[src/rtl/cell_pkg.sv]
// Shared types and colour constants for the cell display reader.
package cell_pkg;

    typedef logic [11:0] rgb_t;

    typedef enum logic [1:0] {
        IDLE      = 2'd0,
        REQUEST   = 2'd1,
        WAIT_DONE = 2'd2
    } frame_state_t;

    localparam rgb_t SAND_COLOR   = 12'hFB0;
    localparam rgb_t BG_COLOR     = 12'h000;
    localparam rgb_t BORDER_COLOR = 12'hFFF;

endpackage

[src/rtl/delay_line.sv]
// Fixed-depth shift register; every stage is exposed so callers can tap
// intermediate delays as well as the final output.
module delay_line #(
    parameter int WIDTH = 1,
    parameter int DEPTH = 3
) (
    input  logic                        clk,
    input  logic                        srst,
    input  logic [WIDTH-1:0]            din,
    output logic [DEPTH-1:0][WIDTH-1:0] taps,
    output logic [WIDTH-1:0]            dout
);

    genvar gi;
    generate
        for (gi = 0; gi < DEPTH; gi++) begin : g_stage
            logic [WIDTH-1:0] stage_reg;
            logic [WIDTH-1:0] stage_in;

            if (gi == 0) begin : g_head
                assign stage_in = din;
            end else begin : g_tail
                assign stage_in = g_stage[gi-1].stage_reg;
            end

            always_ff @(posedge clk) begin
                if (srst) begin
                    stage_reg <= '0;
                end else begin
                    stage_reg <= stage_in;
                end
            end

            assign taps[gi] = stage_reg;
        end
    endgenerate

    assign dout = taps[DEPTH-1];

endmodule

[src/rtl/cell_display_reader.sv]
// Raster-scans the cell RAM into RGB and hands the RAM to the update engine
// once per frame during vertical blanking. Optional white frame border: BORDER_EN.
module cell_display_reader
    import cell_pkg::*;
#(
    parameter int   ACTIVE_COLUMNS = 640,
    parameter int   ACTIVE_ROWS    = 480,
    parameter int   ADDR_WIDTH     = $clog2(ACTIVE_COLUMNS * ACTIVE_ROWS),
    parameter int   DATA_WIDTH     = 1,
    parameter int   COUNT_WIDTH    = 10,
    parameter rgb_t SAND_COLOR     = cell_pkg::SAND_COLOR,
    parameter rgb_t BG_COLOR       = cell_pkg::BG_COLOR
) (
    input  logic                   clk_i,
    input  logic                   reset_i,
    input  logic [COUNT_WIDTH-1:0] hcount_i,
    input  logic [COUNT_WIDTH-1:0] vcount_i,
    input  logic                   video_on_i,
    input  logic                   hsync_i,
    input  logic                   vsync_i,
    input  logic [DATA_WIDTH-1:0]  pixel_state_i,
    input  logic                   done_i,
    output logic [ADDR_WIDTH-1:0]  rd_address_o,
    output logic                   mem_grant_o,
    output logic                   ready_o,
    output logic [11:0]            rgb_o,
    output logic                   hsync_o,
    output logic                   vsync_o,
    output logic                   frame_overrun_o
);

    localparam logic [COUNT_WIDTH-1:0] ROWS_C     = COUNT_WIDTH'(ACTIVE_ROWS);
    localparam logic [COUNT_WIDTH-1:0] LAST_ROW_C = COUNT_WIDTH'(ACTIVE_ROWS - 1);
    localparam logic [COUNT_WIDTH-1:0] LAST_COL_C = COUNT_WIDTH'(ACTIVE_COLUMNS - 1);

    logic [ADDR_WIDTH-1:0] rd_addr_reg;
    logic [ADDR_WIDTH-1:0] rd_addr_next;
    rgb_t                  rgb_reg;
    rgb_t                  rgb_next;
    frame_state_t          state_reg;
    frame_state_t          state_next;
    logic                  overrun_reg;
    logic                  overrun_next;

    logic [2:0][2:0]       sync_taps;
    logic [2:0]            sync_out;
    logic                  video_on_d2;

    logic                  vblank_start;
    logic                  frame_start;

    // ---------------- stage 1: address generation ----------------
    always_comb begin
        rd_addr_next = '0;
        if (video_on_i && (vcount_i < ROWS_C)) begin
            rd_addr_next = ADDR_WIDTH'(vcount_i) * ADDR_WIDTH'(ACTIVE_COLUMNS)
                         + ADDR_WIDTH'(hcount_i);
        end
    end

    always_ff @(posedge clk_i) begin
        if (reset_i) begin
            rd_addr_reg <= '0;
        end else begin
            rd_addr_reg <= rd_addr_next;
        end
    end

    // Bit 2 = video_on, bit 1 = hsync, bit 0 = vsync.
    delay_line #(
        .WIDTH (3),
        .DEPTH (3)
    ) u_sync_delay (
        .clk  (clk_i),
        .srst (reset_i),
        .din  ({video_on_i, hsync_i, vsync_i}),
        .taps (sync_taps),
        .dout (sync_out)
    );

    // The colour register samples video_on from two stages back so that the
    // registered colour lands together with the third sync stage.
    assign video_on_d2 = sync_taps[1][2];

`ifdef BORDER_EN
    logic border_d1_reg;
    logic border_d2_reg;
    logic border_now;

    assign border_now = video_on_i &&
                        ((hcount_i == '0) || (hcount_i == LAST_COL_C) ||
                         (vcount_i == '0) || (vcount_i == LAST_ROW_C));

    always_ff @(posedge clk_i) begin
        if (reset_i) begin
            border_d1_reg <= 1'b0;
            border_d2_reg <= 1'b0;
        end else begin
            border_d1_reg <= border_now;
            border_d2_reg <= border_d1_reg;
        end
    end
`endif

    // ---------------- stage 3: colour ----------------
    always_comb begin
        rgb_next = BG_COLOR;
        if (video_on_d2 && mem_grant_o && (pixel_state_i != '0)) begin
            rgb_next = SAND_COLOR;
        end
`ifdef BORDER_EN
        if (video_on_d2 && border_d2_reg) begin
            rgb_next = BORDER_COLOR;
        end
`endif
    end

    always_ff @(posedge clk_i) begin
        if (reset_i) begin
            rgb_reg <= BG_COLOR;
        end else begin
            rgb_reg <= rgb_next;
        end
    end

    // ---------------- frame handshake ----------------
    assign vblank_start = (hcount_i == '0) && (vcount_i == ROWS_C);
    assign frame_start  = (hcount_i == '0) && (vcount_i == '0);

    always_comb begin
        state_next   = state_reg;
        overrun_next = 1'b0;
        case (state_reg)
            IDLE: begin
                if (vblank_start) begin
                    state_next = REQUEST;
                end
            end
            REQUEST: begin
                state_next = WAIT_DONE;
            end
            WAIT_DONE: begin
                // A done arriving on the wrap cycle clears the pass, so no overrun.
                if (done_i) begin
                    state_next = IDLE;
                end else if (frame_start) begin
                    overrun_next = 1'b1;
                end
            end
            default: begin
                state_next = IDLE;
            end
        endcase
    end

    always_ff @(posedge clk_i) begin
        if (reset_i) begin
            state_reg   <= IDLE;
            overrun_reg <= 1'b0;
        end else begin
            state_reg   <= state_next;
            overrun_reg <= overrun_next;
        end
    end

    assign rd_address_o    = rd_addr_reg;
    assign rgb_o           = rgb_reg;
    assign hsync_o         = sync_out[1];
    assign vsync_o         = sync_out[0];
    assign ready_o         = (state_reg == REQUEST);
    assign mem_grant_o     = (state_reg == IDLE);
    assign frame_overrun_o = overrun_reg;

endmodule

[config.mk]
export PLATFORM = sky130hd
export DESIGN_NAME = cell_display_reader
export DESIGN_NICKNAME = d
export VERILOG_FILES = /design/src/rtl/cell_pkg.sv /design/src/rtl/delay_line.sv /design/src/rtl/cell_display_reader.sv
export SDC_FILE = /design/constraint.sdc
export NUM_CORES = 1
export LEC_CHECK = 0
export ABC_AREA = 1
export CORE_UTILIZATION = 40
export CTS_CLUSTER_DIAMETER = 30
export CTS_CLUSTER_SIZE = 8
export DETAILED_ROUTE_END_ITERATION = 10
export PLACE_DENSITY = 0.76
export SETUP_SLACK_MARGIN = 0.15
export SKIP_CTS_REPAIR_TIMING = 1
export SYNTH_ARGS = -nofsm -noshare
export SYNTH_HDL_FRONTEND = slang
export SYNTH_SLANG_ARGS = --single-unit
[constraint.sdc]
create_clock -name clk_i -period 2.35 [get_ports clk_i]
set_clock_uncertainty 0.15 [all_clocks]
set_input_delay 0.235 -clock clk_i [delete_from_list [all_inputs] [get_ports clk_i]]
set_output_delay 0.235 -clock clk_i [all_outputs]
set_load 0.005 [all_outputs]
; Word-level counts from Yosys, hierarchy flattened
; Index checks and enable logic that the tools add are counted.
[word_totals]
wordCells = 33
reg_bits = 42
out_inout_bits = 36
inputBits = 27
[classes]
multipliers = 1
mux = 5
addsub = 1
n_reduce_logical = 11
n_bitwise = 2
n_lt_le_gt_ge = 1
n_eq_ne = 5
[op_table]
columns = operator, count
row1 = 10-bit logical NOT, 2
row2 = 19-bit by 10-bit adder with 19-bit output, 1
row3 = "10-bit by 3-bit multiplier with 12-bit output, second input constant", 1
row4 = 12-bit two-way mux, 1
row5 = "10-bit by 9-bit == test with 1-bit output, second input constant", 1
row6 = "10-bit by 9-bit < comparator with 1-bit output, second input constant", 1
row7 = 2-bit case mux with 3 select lines, 1
row8 = 1-bit logical AND, 5
row9 = 2-bit two-way mux, 2
row10 = 3-bit OR reduction, 1
row11 = "2-bit by 1-bit == test with 1-bit output, second input constant", 1
row12 = "2-bit == test, second input constant", 1
row13 = 2-bit logical NOT, 1
row14 = "2-bit by 1-bit inequality test with 1-bit output, second input constant", 1
row15 = "2-bit inequality test, second input constant", 1
row16 = 1-bit inverter, 2
row17 = 2-bit AND reduction, 1
row18 = 2-bit OR reduction, 1
row19 = 1-bit two-way mux, 1

; Logic depth before layout (Yosys ltp)
[depth]
ltp_word = 4
depth_mapped = 14
depth_no_buf = 14

; By module
; A second synthesis with hierarchy kept.
[unflattened]
cells_unflattened = 258
area_unflattened_um2 = 1869.3
[modules_own_cells]
columns = mod, seq_area_each_um2, cells_each, n_inst, area_per_inst_um2
row1 = cell_display_reader, 460.4, 227, 1, 1587.8
row2 = delay_line, 180.2, 31, 1, 281.5

; Worst setup path after synthesis
; Ideal clock, no wire load.
[synth_path]
kind = input port to flip-flop
start = input vcount_i[1]
end = register rd_addr_reg[17], in the netlist rd_address_o[17]
path_buffers = 0
arrival_ns = 1.940
required_time_ns = 2.130
setup_time_ns = 0.070
path_slack_ns = 0.191
path_stages = 10
cell_sequence = ha_1 -> ha_1 -> fa_1 -> xnor2_1 -> nor2_2 -> nand3_2 -> nor2_2 -> nand2_1 -> nand2_1 -> a21oi_1
[synth_between]
elab_chain_cells = 4
elab_cells_between_ends = 6
cone_classes = add/sub: 1 / mul: 1 / order compare: 1 / bitwise: 1 / reduce/logical: 2
[synth_rtl]
columns = element, line
row1 = from (decl), cell_display_reader.sv:17  ; input logic [COUNT_WIDTH-1:0] vcount_i,
row2 = branches (longest 4 deep; another with 19-bit by 10-bit adder with 19-bit output), n/a
row3 = to (signal assigned), cell_display_reader.sv:65  ; rd_addr_reg <= rd_addr_next;
row4 = to (decl), cell_display_reader.sv:36  ; logic [ADDR_WIDTH-1:0] rd_addr_reg;
; Several ways; the timed one is not identified.
; A chain may end at the register's enable or synchronous reset.

; Worst setup path in the final report
[layout_path]
start = input vcount_i[3]
end = register rd_addr_reg[18], in the netlist rd_address_o[18]
; Same word-level chain as after synthesis.

==> out/metrics.yaml <==
outcome:
  run_status: "finished clean"
placed_design:
  pre_cts_ws_ps: -374
  post_dp_cell_area_um2: 2520
  globalplace.congestion: 0.795
  dp_hpwl_um: 2970
  numPortBuffers: 57
clock_network:
  htree_levels: 2
  cts_inserted_buffers: 5
  cts.sink_count: 31
  clk_root_buffer_cell: "sky130_fd_sc_hd__clkbuf_8"
  cts_tree: "yes"
  clock_latency_ps: 290
  cts.path.max_buffers: 2
  clkTransAtPathRegs_ps: 70
timing:
  final_number_of_setup_violating_endpoints: 0
  max_freq_mhz: 484
  finalWorstPathRequiredPeriod_ps: 2060
  fin_ws_ps: 286
  layout_worst_path_cycle_share_pct: 87.8
  rsz0062_at_grt: "no"
  slew_violations: 0
  finalHoldViolCount: 0
critical_path:
  setup.reg_to_reg.worst_slack_ps: 1210
  required_ps: 2440
  worst-endpoint-arrival_ps: 2150
  setup.worst_path.end_class: "flip-flop"
  worst-path-max-fanout: 3
  r2r_start: "state_reg[1]"
  rr_endpoint: "state_reg[0]"
  startpoint_type: "input pin"
  timing.setup.critical_path_class: "input pin to flip-flop"
  rr_worst_depth: 4
synth:
  ys.warnings.count: 0
  synth_seq_cells: 31
  yosysUniqueCellTypes: 28
  syn_area_per_cell_um2: 7.64
  postSynth.topFlopCell: "sky130_fd_sc_hd__dfxtp_1"
  synth_enable_flop_cells: 0
  yosys.area.top_type: "sky130_fd_sc_hd__dfxtp_1"
  synth.top_cells.by_area: "sky130_fd_sc_hd__dfxtp_1 (35%), sky130_fd_sc_hd__ha_1 (13%), sky130_fd_sc_hd__nand2_1 (8.0%), sky130_fd_sc_hd__inv_1 (7.8%), sky130_fd_sc_hd__nor2_1 (6.3%)"
  synth.yosys.seq_area_share_pct: 34.7
  async_flop_share_pct: 0
  mapped_area_um2: 1790
  synthesized_instance_count: 234
  synth_top_cell_area_share_pct: 34.7
power_and_ir_drop:
  ir_worst_vdd_uv: 224
  clock_power_share_pct: 35.4
  total_leakage_power_nw: 1.33
  power-per-cell-area_nw_per_um2: 555
  internal_power_mw: 1.12
  fin_total_pwr_mw: 1.56
  comb_power_share_pct: 29.5
  net-switching-power_mw: 0.438
  power_share_of_the_sequential_group_pct: 35.2
  sw_frac_of_total_pct: 28.1
die:
  io-pin-count: 63
  placeableCoreArea_um2: 4140
  fp.dieW_um: 68.8
  initial_core_utilization_pct: 43.1
  placement_rows: 23
  chipHeight_um: 68.8
  dieArea_um2: 4740
detailed_routing:
  routed-wl-met2_um: 2010
  routed_wl_um: 4160
  vias_per_cell: 4.58
  drt-pass1-iter-count: 4
  highest_metal_layer_with_signal_wires: "met4"
  route.met3.wl_um: 256
  drt_drc_violations_left: 0
  drt-met1-wl_um: 1820
  dr_total_vias: 1675
  avgRoutedWirePerCell_um: 11.4
  dr.first_iter.drc_count: 92
  ant_nets: 0
worst_hold_path:
  hold_startpoint: "vcount_i[2]"
  hold_path_depth: 4
  hp-class: "input pin to flip-flop"
  timing.hold.worst_endpoint: "frame_overrun_o"
grt:
  global_route.usage.total_pct: 18.2
  number_of_antenna_violations_at_the_first_check_in_global_routing: 0
  grt_max_degree: 11
  global_route_wire_length_before_repair_um: 6390
  gr-total-overflow: 0
  vias_in_the_first_global_route: 1565
layout:
  area.sequential_um2: 621
  final_util_pct: 67.9
  fillers: 318
  nNetsFinal: 363
  insertedDiodeCount: 0
  mostFrequentLayoutCells: "sky130_fd_sc_hd__clkdlybuf4s50_1 (48), sky130_fd_sc_hd__inv_1 (36), sky130_fd_sc_hd__nand2_1 (34), sky130_fd_sc_hd__dfxtp_1 (31), sky130_fd_sc_hd__nor2_1 (30)"
  final_common_cell: "sky130_fd_sc_hd__clkdlybuf4s50_1"
  syn_to_final_growth_pct: 57.4
  post-route-cell-area_um2: 2810
  largest_reg_flops: 19
  multi_input_area_um2: 1100
  ratio_of_cells_with_drive_above_1_in_the_final_layout_pct: 24.1
run:
  max_cap_viol_count: 0
## power groups by stage
stage	sequential, mW	clock, mW	combinational (mW)
finish	0.549	0.552	0.460
global route	0.550	0.590	0.515
CTS	0.549	0.555	0.396
detailed placement	0.561	0	0.390
global placement	0.561	0	0.382
floorplan	0.563	0	0.221
## layout make-up
| type | count | share of cell area, % |
|---|---|---|
| clock inverter | 2 | 1.25 |
| sequential | 31 | 22.1 |
| multi-input combinational | 155 | 39.1 |
| tap | 50 | 2.22 |
| timing repair buffer | 83 | 27.2 |
| clock buffer | 6 | 2.94 |
| inverter | 39 | 5.20 |
## worst max-delay path, cell delays in order
cell and delay (ps):
sky130_fd_sc_hd__clkbuf_2 110, sky130_fd_sc_hd__ha_4 240, sky130_fd_sc_hd__ha_4 160, sky130_fd_sc_hd__fa_2 580, sky130_fd_sc_hd__nand2_2 60, sky130_fd_sc_hd__inv_2 70
sky130_fd_sc_hd__nand2_2 70, sky130_fd_sc_hd__nor2_4 140, sky130_fd_sc_hd__nand3_4 100, sky130_fd_sc_hd__nor2_4 130, sky130_fd_sc_hd__nand2_2 60, sky130_fd_sc_hd__nand2_1 50
sky130_fd_sc_hd__nand2_1 40, sky130_fd_sc_hd__nor2_1 90
## kinds of logic (layout without fill, tap and decap cells)
| group | count (synthesis) | count (layout) | share of synthesized area (%) |
|---|---|---|---|
| DFF | 31 | 31 | 34.7 |
| xor gates and xnor gates | 1 | 1 | 0.490 |
| adders and majority gates | 21 | 21 | 15.5 |
| buffers and inverters | 52 | 130 | 13.2 |
| and+or+nand+nor | 110 | 110 | 30.5 |
| AOI/OAI and AO/OA | 18 | 18 | 5.32 |
| other | 1 | 5 | 0.210 |
## synth_stat cells (all sizes together) (3+ instances only)
library cell and instances:
nand3 13, buf 11, nor3 5, o21ai 5, nor4 4, ha 19, a21oi 11, dfxtp 31
inv 38, nand2 46, nor2 35, nand4 3, nand3b 3
## per-layer routing
layer	track usage [%]	up-vias
li1	-	882
met1	20.6	740
met2	31.3	47
met3	4.93	6
met4	8.93	0
met5	0	-
## per-stage QoR
step	std cells	hold slack [ps]	TNS [ps]
finish	366	155	0
floorplan	238	168	0
detailed placement	355	242	-2190
CTS	363	252	-352
global route	366	151	0
global placement	355	239	-2060
## how the worst max path moves through the flow
stage                       end  depth (start not counted)         from
6_report       rd_address_o[18]                         14  vcount_i[3]
2_1_floorplan  rd_address_o[17]                         10  vcount_i[1]
3_3_place_gp   rd_address_o[13]                          9  vcount_i[1]
3_5_place_dp   rd_address_o[13]                          9  vcount_i[1]
4_1_cts        rd_address_o[13]                          9  vcount_i[1]
5_1_grt        rd_address_o[18]                         14  vcount_i[8]
No activity file was read; power rests on OpenSTA's default activity.
